`config.mk`:
```
export PLATFORM = sky130hd
export DESIGN_NAME = multiword_add_sequencer
export DESIGN_NICKNAME = d
export VERILOG_FILES = /design/src/rtl/multiword_add_sequencer.sv
export SDC_FILE = /design/constraint.sdc
export NUM_CORES = 1
export LEC_CHECK = 0
export BUFFER_PORTS_ARGS = -buffer_cell sky130_fd_sc_hd__buf_2
export CAP_MARGIN = 25
export CORE_MARGIN = 3
export CORE_UTILIZATION = 30
export CTS_CLUSTER_DIAMETER = 100
export DETAILED_ROUTE_END_ITERATION = 10
export PLACE_DENSITY = 0.55
export SYNTH_ARGS = -nofsm -noshare
export SYNTH_HDL_FRONTEND = slang
export SYNTH_SLANG_ARGS = --single-unit
```
`constraint.sdc`:
```
create_clock -name clk -period 11.4 [get_ports clk]
set_input_delay 0.57 -clock clk [delete_from_list [all_inputs] [get_ports clk]]
set_output_delay 0.57 -clock clk [all_outputs]
set_load 0.01 [all_outputs]
```
`src/rtl/multiword_add_sequencer.sv`:
```
// ============================================================================
// Module      : multiword_add_sequencer
// Description : Wide add/subtract built from one WIDTH-bit adder slice, reused
//               once per word, least-significant word first, with a chained carry.
// Revision    : 1.0 - initial release
// ============================================================================
`default_nettype none

module multiword_add_sequencer #(
    parameter int WIDTH = 16,
    parameter int WORDS = 4
) (
    input  logic                   clk,
    input  logic                   rst,
    input  logic                   in_valid,
    output logic                   in_ready,
    input  logic [WIDTH*WORDS-1:0] op_a,
    input  logic [WIDTH*WORDS-1:0] op_b,
    input  logic                   cin,
    input  logic                   sub,
    output logic                   out_valid,
    input  logic                   out_ready,
    output logic [WIDTH*WORDS-1:0] sum,
    output logic                   cout,
    output logic                   ovf,
    output logic                   busy
);

    localparam int TOTAL = WIDTH * WORDS;
    localparam int IDX_W = (WORDS > 1) ? $clog2(WORDS) : 1;
    localparam logic [IDX_W-1:0] c_last_idx = IDX_W'(WORDS - 1);

    localparam logic [1:0] S_IDLE = 2'd0;
    localparam logic [1:0] S_RUN  = 2'd1;
    localparam logic [1:0] S_DONE = 2'd2;

    logic [1:0]       r_state;
    logic [TOTAL-1:0] r_a;
    logic [TOTAL-1:0] r_b;
    logic             r_carry;
    logic [IDX_W-1:0] r_idx;
    logic [TOTAL-1:0] r_sum;
    logic             r_cout;
    logic             r_ovf;

    logic [WIDTH-1:0] w_a_word;
    logic [WIDTH-1:0] w_b_word;
    logic [WIDTH:0]   w_slice;
    logic             w_last;
    logic             w_accept;

    // Operand B is stored pre-inverted for subtraction, so the slice only ever adds.
    always_comb begin
        w_a_word = r_a[r_idx*WIDTH +: WIDTH];
        w_b_word = r_b[r_idx*WIDTH +: WIDTH];
        w_slice  = {1'b0, w_a_word} + {1'b0, w_b_word} + {{WIDTH{1'b0}}, r_carry};
        w_last   = (r_idx == c_last_idx);
        w_accept = in_valid && (r_state == S_IDLE);
    end

    always_ff @(posedge clk or posedge rst) begin
        if (rst) begin
            r_state <= S_IDLE;
            r_a     <= '0;
            r_b     <= '0;
            r_carry <= 1'b0;
            r_idx   <= '0;
            r_sum   <= '0;
            r_cout  <= 1'b0;
            r_ovf   <= 1'b0;
        end else begin
            case (r_state)
                S_IDLE: begin
                    if (w_accept) begin
                        r_a     <= op_a;
                        r_b     <= sub ? ~op_b : op_b;
                        r_carry <= sub ? 1'b1 : cin;
                        r_idx   <= '0;
                        r_state <= S_RUN;
                    end
                end
                S_RUN: begin
                    r_sum[r_idx*WIDTH +: WIDTH] <= w_slice[WIDTH-1:0];
                    r_carry                     <= w_slice[WIDTH];
                    if (w_last) begin
                        r_cout  <= w_slice[WIDTH];
                        // Signed overflow: like-signed operands giving a result of the other sign.
                        r_ovf   <= (w_a_word[WIDTH-1] == w_b_word[WIDTH-1]) &&
                                   (w_slice[WIDTH-1] != w_a_word[WIDTH-1]);
                        r_state <= S_DONE;
                    end else begin
                        r_idx <= r_idx + IDX_W'(1);
                    end
                end
                S_DONE: begin
                    if (out_ready) begin
                        r_state <= S_IDLE;
                    end
                end
                default: r_state <= S_IDLE;
            endcase
        end
    end

    assign in_ready  = (r_state == S_IDLE);
    assign out_valid = (r_state == S_DONE);
    assign busy      = (r_state == S_RUN) || (r_state == S_DONE);
    assign sum       = r_sum;
    assign cout      = r_cout;
    assign ovf       = r_ovf;

endmodule

`default_nettype wire
```
[After elaboration in Yosys (flattened, before gate mapping)]
Cells that the tools add are included.
Word-level totals
  register bits: 199
  word-level logic and storage cells: 48
Cells by class
  add/subtract/negate cells: 4
  shift-type cells: 4
  mux-type cells: 12
  reduce and logical (&&, ||, !) cells: 10
  bitwise gates (word level): 1
  equal/unequal tests: 9
Operator list (count)
  64-bit by 7-bit variable part select with 16-bit output: 2
  64-bit bitwise mux: 1
  64-bit two-way mux: 1
  64-bit inverter: 1
  16-bit by 34-bit variable shift with 64-bit output, first input constant: 1
  16-bit by 34-bit variable part select with 64-bit output: 1
  6-bit negation with 34-bit output: 1
  16-bit by 16-bit adder with 17-bit output: 1
  17-bit by 1-bit adder with 17-bit output: 1
  2-bit two-way mux: 5
  2-bit one-hot mux with 3 select lines: 1
  2-bit AND reduction: 3
  3-bit AND reduction: 2
  2-bit equality test, second input constant: 2
  2-bit by 1-bit != test with 1-bit output, second input constant: 2
  2-bit != test, second input constant: 2
  2-bit one-hot mux with 2 select lines: 1
  2-bit by 1-bit adder with 2-bit output, second input constant: 1
  2-bit by 1-bit equality test with 1-bit output, second input constant: 1
  1-bit logical AND: 2
  2-bit logical NOT: 1
  1-bit two-way mux: 2
  1-bit one-hot mux with 2 select lines: 1
  2-bit nonzero test: 1
  3 further kinds: 3

[Longest topological paths before layout]
Gate-level depths: netlist of run 1.
  depth in word-level cells: 5
  mapped depth: 12
  depth with buffers taken out: 10

[Worst setup path before layout of run 1]
OpenSTA, ideal clock, no wires.
  path kind: register to register
  from: register r_idx[0]
  to: register r_sum[24], in the netlist sum[24]
  stages on the path, launching flop included: 13
  arrival time: 3.223 ns
  path slack: 8.056 ns
  path buffers: 2
  required time: 11.279 ns
  clock period less this slack: 3.344 ns
  library setup time: 0.121 ns
  cells stage by stage: dfrtp_1 > buf_2 > buf_2 > mux4_2 > fa_1 > inv_1 > fa_1 > and2b_1 > o2111ai_2 > nand2_1 > a31oi_1 > xnor2_1 > a22o_1
Between the ends
  word-level cells in the longest chain between the ends: 5
  elaborated cells on any way between the ends: 8
  classes of those cells: add/sub: 3; shift: 4; mux: 1
RTL lines
  from (decl): RTL line 41  | logic [IDX_W-1:0] r_idx;
  from (signal assigned): RTL line 92  | r_idx <= r_idx + IDX_W'(1);
  64-bit by 7-bit variable part select with 16-bit output, on equally long branches: RTL line 54, 55
  16-bit by 16-bit adder with 17-bit output: RTL line 56  | w_slice = {1'b0, w_a_word} + {1'b0, w_b_word} + {{WIDTH{1'b0}}, r_carry};
  17-bit by 1-bit adder with 17-bit output: RTL line 56
  16-bit by 34-bit variable part select with 64-bit output: RTL line 83  | r_sum[r_idx*WIDTH +: WIDTH] <= w_slice[WIDTH-1:0];
  64-bit bitwise mux *: RTL line 83
  to (signal, indexed assignment): RTL line 83
  to (decl): RTL line 42  | logic [TOTAL-1:0] r_sum;
Every way passes the cells marked *; elsewhere a longest branch is shown, timed or not.
A chain may end at the register's enable or synchronous reset.

[Worst setup path after layout of run 1]
Same ends and word-level chain as after synthesis.

==> impl_metrics.py, run 1 <==
metrics = {
    "logic_synthesis": {
        "synth_area_um2": 9440,
        "yosys_warnings": 0,
        "ys_seq_area_frac": 0.528,
        "synthesis.nets": 923,
        "syn_avg_cell_area_um2": 12.4,
        "ys_ff_latch": 199,
        "synth_edf_count": 0,
        "yosys.cell_types.count": 48,
        "ys_async_sr_fraction": 1.00,
        "synth_cells": 763,
        "synth_flop_cell": "dfrtp_1",
    },
    "die": {
        "core_area_um2": 30800,
        "die_x_um": 183,
        "die_h_um": 183,
        "start_util": 0.306,
        "row_count": 64,
        "dieArea_um2": 33600,
        "io_pins": 203,
    },
    "run": {
        "maxCapViolations": 0,
    },
    "detailed_routing": {
        "drc": 0,
        "ant_nets": 0,
        "drt-initial-drc-count": 344,
        "postRouteWirelength_mm": 24.8,
        "wl_per_cell_um": 18.3,
        "viasPerCell": 4.77,
        "vias": 6463,
        "firstDrtPassIters": 5,
    },
    "power": {
        "internal-power_uw": 2170,
        "peakVddDrop_v": 0.000138,
        "swShare": 0.432,
        "p_total_uw": 3830,
        "pwr-share-clk": 0.161,
        "seq_power_share": 0.309,
        "power.density_nw_per_um2": 334,
        "p_leak_uw": 0.00530,
        "switchingPower_uw": 1650,
        "p_comb_frac": 0.530,
    },
    "global_routing": {
        "grt_pass1_vias": 6549,
        "grt_pass1_wl_mm": 38.4,
        "grt_usage": 0.148,
        "use_met3": 0.0301,
        "antenna_found_initial": 0,
        "gr-total-overflow": 0,
        "busiest_layer": "met1",
        "grt.met2_usage": 0.217,
        "grt_max_degree": 136,
        "grt.met1_usage": 0.222,
    },
    "finish": {
        "final_area_um2": 11500,
        "ff_latch_area_um2": 4980,
        "drive_gt1_frac": 0.371,
        "mostFrequentLayoutCells": "buf_2 (201), dfrtp_1 (197), nand2_1 (89)",
        "post-route-util": 0.372,
        "synthToLayoutAreaGrowth_pct": 21.4,
        "num_antenna_cells": 0,
        "mostFrequentLayoutCell": "buf_2",
        "fin_nets": 1106,
        "n_fill_cell": 3028,
        "multiInputGateArea_um2": 4210,
    },
    "timing": {
        "fin_ws_ns": 7.71,
        "rsz0062_at_grt": "no",
        "hold_violations": 0,
        "worstMarginPinSlew_ns": 0.952,
        "max_slew_margin": 0.366,
        "drv_slew": 0,
        "final.period_utilization": 0.323,
        "setup_viol": 0,
        "setup_tns_ns": 0,
        "period_needed_ns": 3.69,
        "clock_skew_ns": 0.0153,
        "fmax_mhz": 271,
    },
    "hold_path": {
        "min_path_type": "input port to asynchronous set/reset pin",
    },
    "cts": {
        "cts_tree": "done",
        "clock_sinks": 199,
        "cts_resized": 0,
        "clk_pin_slew_worst_paths_ns": 0.08,
        "hold_buffers": 0,
        "cts-root-buf": "clkbuf_16",
        "ctsLongestPathBuffers": 2,
        "cts_setup_buffers": 0,
        "cts_buffers": 17,
        "insertion_delay_ns": 0.43,
        "htreeDepth": 4,
    },
    "critical_path": {
        "critPathCaptureType": "register",
        "worstPathArrival_ns": 4.01,
        "critPathMaxStageDelay_ns": 0.62,
        "path_cells": "buf_4 > mux4_2 > fa_1 > inv_1 > fa_1 > and2b_1 > o2111ai_2 > nand2_1 > a31oi_1 > xnor2_1 > a22o_1",
        "worst-path-max-fanout": 41,
        "setup.worst_path.start_class": "register",
        "crit_slowest_cell": "buf_4",
        "critPathKind": "register to register",
        "r2r_cells": 11,
        "worst_path_most_repeated_cell": "fa_1",
        "required_ns": 11.72,
    },
    "placed_design": {
        "place_worst_setup_slack_ns": 7.66,
        "portBuffers": 202,
        "postPlaceCellArea_um2": 10800,
        "hpwl_mm": 17.8,
        "place.gp.congestion": 0.793,
    },
    "status": {
        "status": "complete, no violations",
    },
}
-- cells in the mapped netlist, types with 2 or more instances --
| master | number | area [um^2] |
|---|---|---|
| xnor2_1 | 75 | 657 |
| nand2b_1 | 2 | 12.5 |
| clkbuf_1 | 32 | 120 |
| buf_1 | 6 | 22.5 |
| nand2_1 | 90 | 338 |
| nor2_1 | 6 | 22.5 |
| nand4_1 | 4 | 25.0 |
| ha_1 | 24 | 300 |
| buf_2 | 9 | 45.0 |
| dfrtp_1 | 199 | 4980 |
| o21ai_0 | 80 | 400 |
| inv_1 | 17 | 63.8 |
| a21oi_1 | 21 | 105 |
| o221ai_1 | 2 | 17.5 |
| mux4_2 | 32 | 721 |
| a211oi_1 | 2 | 15.0 |
| a31oi_1 | 2 | 12.5 |
| fa_1 | 2 | 40.0 |
| a22o_1 | 56 | 490 |
| xor2_1 | 4 | 35.0 |
| nor3_1 | 5 | 25.0 |
| mux2_2 | 64 | 721 |
| a21o_1 | 4 | 30.0 |
-- critical path, delay by kind of cell, from the launching register on --
kind / cells / cell delay, ns
AO/OA/AOI/OAI: 3 / 0.72
XOR/XNOR: 1 / 0.15
adder cells (fa/ha/maj): 2 / 0.66
buffers and inverters: 2 / 0.71
flip-flops: 1 / 0.34
multiplexers: 1 / 0.62
AND/OR/NAND/NOR: 2 / 0.34
-- stage by stage --
step / hold WS (ns) / std cells
after global placement: 0.457 / 1322
after floorplan: 0.445 / 763
after detailed placement: 0.467 / 1322
final: 0.0546 / 1355
after global routing: 0.0475 / 1355
after CTS: 0.344 / 1354
-- logic make-up after synthesis --
logic type	count (synthesis)	synth area share
DFF	199	0.528
AOI/OAI and AO/OA	182	0.130
and+or+nand+nor	115	0.0517
muxes	97	0.154
xor gates and xnor gates	79	0.0733
buffers and inverters	65	0.0281
adders and majority gates	26	0.0361
-- power groups by stage --
| stage | registers [uW] | logic (uW) | clock network (uW) |
|---|---|---|---|
| finish | 1180 | 2030 | 616 |
| global route | 1220 | 2250 | 662 |
| floorplan | 1170 | 1470 | 0 |
| detailed placement | 1200 | 2050 | 0 |
| global placement | 1190 | 2020 | 0 |
| CTS | 1180 | 2060 | 631 |
-- flip-flops by register name, indices dropped and copies added, names as in the netlist --
signal	flops
r_a	64
r_b	64
sum	64
r_idx	2
r_state	2
cout	1
ovf	1
r_carry	1
-- per-layer routing --
metal / vias to the layer above / wire length [um]
met5: - / 0
met4: 0 / 338
met3: 15 / 1460
met2: 196 / 10900
met1: 3145 / 12100
li1: 3107 / -
-- worst paths after layout --
| kind | from | endpoint | slack (ns) |
|---|---|---|---|
| max reg2reg | r_idx[0]$_DFFE_PP0P_ | sum[24]$_DFFE_PP0P_ | 7.71 |
| max | r_idx[0]$_DFFE_PP0P_ | sum[24]$_DFFE_PP0P_ | 7.71 |
| min reg2reg | r_b[3]$_DFFE_PP0P_ | r_b[3]$_DFFE_PP0P_ | 0.48 |
| min | rst | sum[19]$_DFFE_PP0P_ | 0.05 |
| max in group asynchronous | rst | r_idx[1]$_DFFE_PP0P_ | 9.72 |
| min in group clk | op_a[22] | r_a[22]$_DFFE_PP0P_ | 0.37 |
-- final cells by class --
class / count / share of cell area
Clock buffer: 17 / 0.0371
Inverter: 17 / 0.00622
Timing Repair Buffer: 212 / 0.0968
Multi-Input combinational cell: 499 / 0.367
Tap cell: 396 / 0.0432
Clock inverter: 15 / 0.0144
Sequential cell: 199 / 0.435
Power figures use the tool's default switching activity.
==> run 2, diff against run 1 <==
==> constraint.sdc (replaced) <==
create_clock -name clk -period 3.8 [get_ports clk]
set_input_delay 0.19 -clock clk [delete_from_list [all_inputs] [get_ports clk]]
set_output_delay 0.19 -clock clk [all_outputs]
set_load 0.01 [all_outputs]
==> run 2 against run 1 <==
- total power grew to 3.1 times the previous value
- utilization increased by 2.3 points
- global-route usage grew 0.51 points
- largest cell class unchanged
- largest power group unchanged
==> impl_metrics.py, run 2 (synthesized netlist as in run 1, its figures left out) <==
metrics = {
    "detailed_routing": {
        "drt-initial-drc-count": 389,
        "ant_nets": 0,
        "vias": 6787,
        "drc": 0,
        "postRouteWirelength_mm": 25.6,
        "viasPerCell": 4.76,
        "wl_per_cell_um": 18.0,
        "firstDrtPassIters": 5,
    },
    "die": {
        "die_h_um": 183,
        "die_x_um": 183,
        "core_area_um2": 30800,
        "dieArea_um2": 33600,
        "io_pins": 203,
        "start_util": 0.306,
        "row_count": 64,
    },
    "power": {
        "power.density_nw_per_um2": 961,
        "p_leak_uw": 0.00559,
        "peakVddDrop_v": 0.000443,
    },
    "cts": {
        "cts_setup_buffers": 0,
        "hold_buffers": 61,
        "insertion_delay_ns": 0.44,
        "cts-root-buf": "clkbuf_16",
        "clk_pin_slew_worst_paths_ns": 0.08,
        "cts_resized": 0,
        "cts_tree": "done",
        "cts_buffers": 17,
        "htreeDepth": 4,
        "ctsLongestPathBuffers": 2,
        "clock_sinks": 199,
    },
    "global_routing": {
        "grt_usage": 0.153,
        "grt_max_degree": 108,
        "antenna_found_initial": 1,
        "gr-total-overflow": 0,
        "grt_pass1_wl_mm": 39.9,
        "grt_pass1_vias": 6809,
    },
    "finish": {
        "mostFrequentLayoutCells": "buf_2 (201), dfrtp_1 (197), nand2_1 (89)",
        "post-route-util": 0.395,
        "synthToLayoutAreaGrowth_pct": 28.8,
        "n_fill_cell": 2972,
        "mostFrequentLayoutCell": "buf_2",
        "fin_nets": 1175,
        "drive_gt1_frac": 0.353,
    },
    "critical_path": {
        "r2r_cells": 9,
        "critPathLaunch": "r_idx[0]$_DFFE_PP0P_",
        "r2r_slack_ns": 0.62,
        "required_ns": 4.17,
        "setup.worst_path.start_class": "register",
        "critPathKind": "register to register",
        "cp-endpoint": "sum[31]$_DFFE_PP0P_",
        "worst-path-max-fanout": 21,
        "critPathCaptureType": "register",
        "r2r-start": "r_idx[0]$_DFFE_PP0P_",
        "reg2reg_to": "sum[31]$_DFFE_PP0P_",
        "worstPathArrival_ns": 3.56,
    },
    "timing": {
        "clock_skew_ns": 0.0209,
        "drv_slew": 0,
        "setup_tns_ns": 0,
        "hold_slack_ns": 0.00876,
        "period_needed_ns": 3.18,
        "setup_viol": 0,
        "worstMarginPinSlew_ns": 0.658,
        "fin_ws_ns": 0.616,
        "fmax_mhz": 314,
        "rsz0062_at_grt": "no",
        "max_slew_margin": 0.561,
        "hold_violations": 0,
        "final.period_utilization": 0.838,
    },
    "placed_design": {
        "place_worst_setup_slack_ns": 0.610,
        "hpwl_mm": 18.2,
        "place.gp.congestion": 0.763,
        "portBuffers": 202,
    },
    "run": {
        "maxCapViolations": 0,
    },
    "hold_path": {
        "min_path_type": "input port to register",
    },
    "status": {
        "status": "complete, no violations",
    },
}
-- run 2: cell types whose count changed in the layout (fill, tap and decap cells not counted) --
cell           previous run  this run
inv_6                     2         3
inv_8                     6         5
clkinvlp_4                0         2
clkinv_4                  4         1
buf_12                    0         4
buf_4                    10        14
buf_16                    1         0
dlygate4sd3_1             0        62
clkbuf_8                  0         1
diode_2                   0         1
-- run 2: power by group --
group / internal (uW) / switching, uW / total, uW
sequential: 3040 / 533 / 3580
clock: 957 / 909 / 1870
combinational: 2640 / 3600 / 6240
total: 6650 / 5040 / 11700
-- run 2: metrics by stage --
step / instance area (um^2) / power, uW / cells
after floorplan: 9440 / 7920 / 763
after global placement: 10900 / 9770 / 1330
after detailed placement: 10900 / 9850 / 1330
after CTS: 12200 / 11800 / 1423
after global routing: 12200 / 12600 / 1425
final: 12200 / 11700 / 1425
-- run 2: routing by layer --
metal	up-vias	global-route usage	part of all wire
li1	3243	-	-
met1	3329	0.229	0.50
met2	200	0.229	0.44
met3	15	0.0301	0.050
met4	0	0.0369	0.0095
met5	-	0	0
-- run 2: how the worst min path moves through the flow --
stage | from | cells after the start | endpoint | slack (ns)
after floorplan | op_a[61] | 1 | r_a[61]$_DFFE_PP0P_ | 0.34
after global placement | rst | 2 | sum[21]$_DFFE_PP0P_ | 0.23
after detailed placement | rst | 2 | sum[21]$_DFFE_PP0P_ | 0.23
after CTS | op_a[8] | 2 | r_a[8]$_DFFE_PP0P_ | 0.003
after global routing | op_a[41] | 2 | r_a[41]$_DFFE_PP0P_ | 0.01
final | op_a[8] | 2 | r_a[8]$_DFFE_PP0P_ | 0.009
-- run 2: final cells by class --
| cell class | count | area (um^2) | share of cell area |
|---|---|---|---|
| antenna | 1 | 2.50 | 0.000206 |
| clock buffer | 18 | 439 | 0.0361 |
| clock inverter | 14 | 155 | 0.0128 |
| inverter | 17 | 67.6 | 0.00555 |
| multi-input combinational | 499 | 4210 | 0.346 |
| sequential | 199 | 4980 | 0.410 |
| tap | 396 | 495 | 0.0407 |
| timing repair buffer | 281 | 1810 | 0.149 |
-- run 2: worst max-delay path: stages, from the launching register on --
cell and delay (ns):
dfrtp_2 0.46, buf_12 0.25, mux4_2 0.57, ha_1 0.33
a211oi_1 0.36, o211ai_2 0.18, a31oi_2 0.26, o21bai_2 0.14
xnor2_1 0.38, a22o_1 0.19
==> run 3, diff against run 2 <==
--- a/config.mk
+++ b/config.mk
@@ -5,6 +5,7 @@
 export SDC_FILE = /design/constraint.sdc
 export NUM_CORES = 1
 export LEC_CHECK = 0
+export ABC_AREA = 1
 export BUFFER_PORTS_ARGS = -buffer_cell sky130_fd_sc_hd__buf_2
 export CAP_MARGIN = 25
 export CORE_MARGIN = 3
==> constraint.sdc (replaced) <==
create_clock -name clk -period 3.3 [get_ports clk]
set_input_delay 0.165 -clock clk [delete_from_list [all_inputs] [get_ports clk]]
set_output_delay 0.165 -clock clk [all_outputs]
set_load 0.01 [all_outputs]
==> run 3 against run 2 <==
- sequential cell count stayed put
- sequential share of layout area decreased by 2.0 points
- sequential power grew 18%
- total power up 17%
- final cell count rose by 35%
- non-clock buffer count up 10
- routed wire length increased by 22%
==> impl_metrics.py, run 3 <==
metrics = {
    "status": {
        "status": "complete, no violations",
    },
    "detailed_routing": {
        "firstDrtPassIters": 5,
        "drt-initial-drc-count": 646,
        "viasPerCell": 4.65,
        "drc": 0,
        "wl_per_cell_um": 16.3,
        "postRouteWirelength_mm": 31.4,
        "vias": 8949,
        "ant_nets": 0,
    },
    "placed_design": {
        "postPlaceCellArea_um2": 11500,
        "place.gp.congestion": 0.873,
        "hpwl_mm": 22.6,
        "portBuffers": 202,
    },
    "finish": {
        "num_antenna_cells": 0,
        "fin_nets": 1630,
        "drive_gt1_frac": 0.184,
        "mostFrequentLayoutCells": "nand2_1 (455), buf_2 (201), dfrtp_1 (198)",
        "post-route-util": 0.391,
        "synthToLayoutAreaGrowth_pct": 27.6,
        "final_area_um2": 12800,
        "mostFrequentLayoutCell": "nand2_1",
    },
    "logic_synthesis": {
        "yosys_warnings": 0,
        "yosysTopAreaCell": "dfrtp_1",
        "syn_avg_cell_area_um2": 8.15,
        "yosys.cell_types.count": 36,
        "synth_area_um2": 10000,
        "synth_area_leaders": "dfrtp_1 (50%), nand2_1 (17%), o21ai_0 (7.4%)",
        "synth_common_cells": "nand2_1 (456), dfrtp_1 (199), o21ai_0 (149)",
        "yosys.area.top_type_share": 0.497,
        "ys_ff_latch": 199,
        "synth_cells": 1228,
        "synth_edf_count": 0,
        "ys_seq_area_frac": 0.497,
        "ys_async_sr_fraction": 1.00,
        "yosysMostFrequentCell": "nand2_1",
        "synth_flop_cell": "dfrtp_1",
        "synthesis.nets": 1388,
    },
    "die": {
        "dieArea_um2": 35600,
        "start_util": 0.306,
        "io_pins": 203,
        "die_h_um": 189,
        "core_area_um2": 32700,
        "row_count": 66,
        "die_x_um": 189,
    },
    "run": {
        "maxCapViolations": 0,
    },
    "cts": {
        "cts_tree": "done",
        "clk_pin_slew_worst_paths_ns": 0.08,
        "cts_setup_buffers": 0,
        "cts_resized": 0,
        "clock_sinks": 199,
        "htreeDepth": 4,
        "ctsLongestPathBuffers": 2,
        "cts_buffers": 17,
        "cts-root-buf": "clkbuf_16",
        "insertion_delay_ns": 0.44,
    },
    "timing": {
        "rsz0062_at_grt": "no",
        "final.period_utilization": 0.863,
        "max_slew_margin": 0.360,
        "clock_skew_ns": 0.0124,
        "period_needed_ns": 2.85,
        "drv_slew": 0,
        "setup_viol": 0,
        "setup_tns_ns": 0,
        "worstMarginPinSlew_ns": 0.960,
        "hold_violations": 0,
        "fmax_mhz": 351,
    },
    "critical_path": {
        "worst-path-max-fanout": 94,
        "critPathKind": "register to register",
        "setup.worst_path.start_class": "register",
        "required_ns": 3.69,
        "critPathCaptureType": "register",
        "r2r-start": "r_idx[0]$_DFFE_PP0P_",
        "critPathLaunch": "r_idx[0]$_DFFE_PP0P_",
        "worstPathArrival_ns": 3.23,
    },
    "hold_path": {
        "holdCritStartpoint": "op_b[62]",
        "min_path_type": "input port to register",
    },
    "power": {
        "p_leak_uw": 0.00659,
        "power.density_nw_per_um2": 1070,
        "peakVddDrop_v": 0.000686,
    },
    "global_routing": {
        "grt_max_degree": 192,
        "gr-total-overflow": 0,
        "grt_pass1_vias": 8812,
        "grt_pass1_wl_mm": 49.1,
        "antenna_found_initial": 0,
        "grt_usage": 0.177,
    },
}
run 3: cell types whose count changed after synthesis, sizes merged, moves of 32 or more:
cell   before  now
inv        17   62
mux2       64    0
a22o       56    7
mux4       32    0
o21ai      81  151
nand2      90  464
nor2        6   76
run 3: final timing paths:
kind,to,slack (ns),depth (start not counted)
max,sum[58]$_DFFE_PP0P_,0.45,15
max in group asynchronous,r_b[11]$_DFFE_PP0P_,1.96,4
min reg2reg,sum[31]$_DFFE_PP0P_,0.48,2
min in group asynchronous,r_a[10]$_DFFE_PP0P_,0.38,3
min,r_b[62]$_DFFE_PP0P_,0.01,3
max reg2reg,sum[58]$_DFFE_PP0P_,0.45,15
run 3: area by class of cell:
| cell class | count | area [um^2] |
|---|---|---|
| fillers | 3434 | 19900 |
| flip-flops and latches | 199 | 4980 |
| multi-input cells | 898 | 4490 |
| repair buffers | 291 | 1910 |
| well taps | 442 | 553 |
| clock buffers | 19 | 443 |
| inverters | 63 | 240 |
| clock inverters | 13 | 156 |
run 3: per-stage QoR:
step / power (uW) / worst slack [ns] / hold WS [ns] / std cells
4_1_cts: 13600 / 0.426 / 0.000514 / 1924
6_report: 13600 / 0.451 / 0.00989 / 1925
3_3_place_gp: 11300 / 0.508 / 0.323 / 1822
3_5_place_dp: 11400 / 0.451 / 0.315 / 1822
2_1_floorplan: 8950 / 0.558 / 0.275 / 1228
5_1_grt: 14800 / 0.147 / 0.00836 / 1925
run 3: layer usage:
metal,track usage,routed length [um],vias up
met5,0,0,-
met4,0.0553,754,0
met3,0.0322,1580,35
met2,0.276,14100,272
met1,0.251,14900,4211
li1,-,-,4431
run 3: what timing repair did:
action / CTS / global route
endpoints found under the setup margin: 0 / 0
hold buffers: 70 / 1
endpoints found under the hold margin: 95 / 1
run 3: worst max-delay path: stages (launching register included):
cell     delay [ns]
dfrtp_2        0.39
buf_12         0.34
o21ai_0        0.15
o22ai_1        0.24
fa_1           0.26
inv_1          0.06
fa_1           0.41
inv_1          0.09
nand4_1        0.10
nand2_1        0.19
nand2_1        0.09
nand2_1        0.07
nand2_1        0.05
nand2_1        0.14
nand4_1        0.10
nand2_1        0.08
run 3: cells by family after synthesis:
| group | synth area share |
|---|---|
| xor gates and xnor gates | 0.0646 |
| AOI/OAI and AO/OA | 0.114 |
| DFF | 0.497 |
| buffers and inverters | 0.0549 |
| and+or+nand+nor | 0.235 |
| adders and majority gates | 0.0340 |
run 3: power by group:
part | switching, uW | leakage (uW) | internal (uW) | total, uW
clock network | 1000 | 0.000298 | 1160 | 2170
registers | 757 | 0.00255 | 3470 | 4230
logic | 4780 | 0.00374 | 2450 | 7230
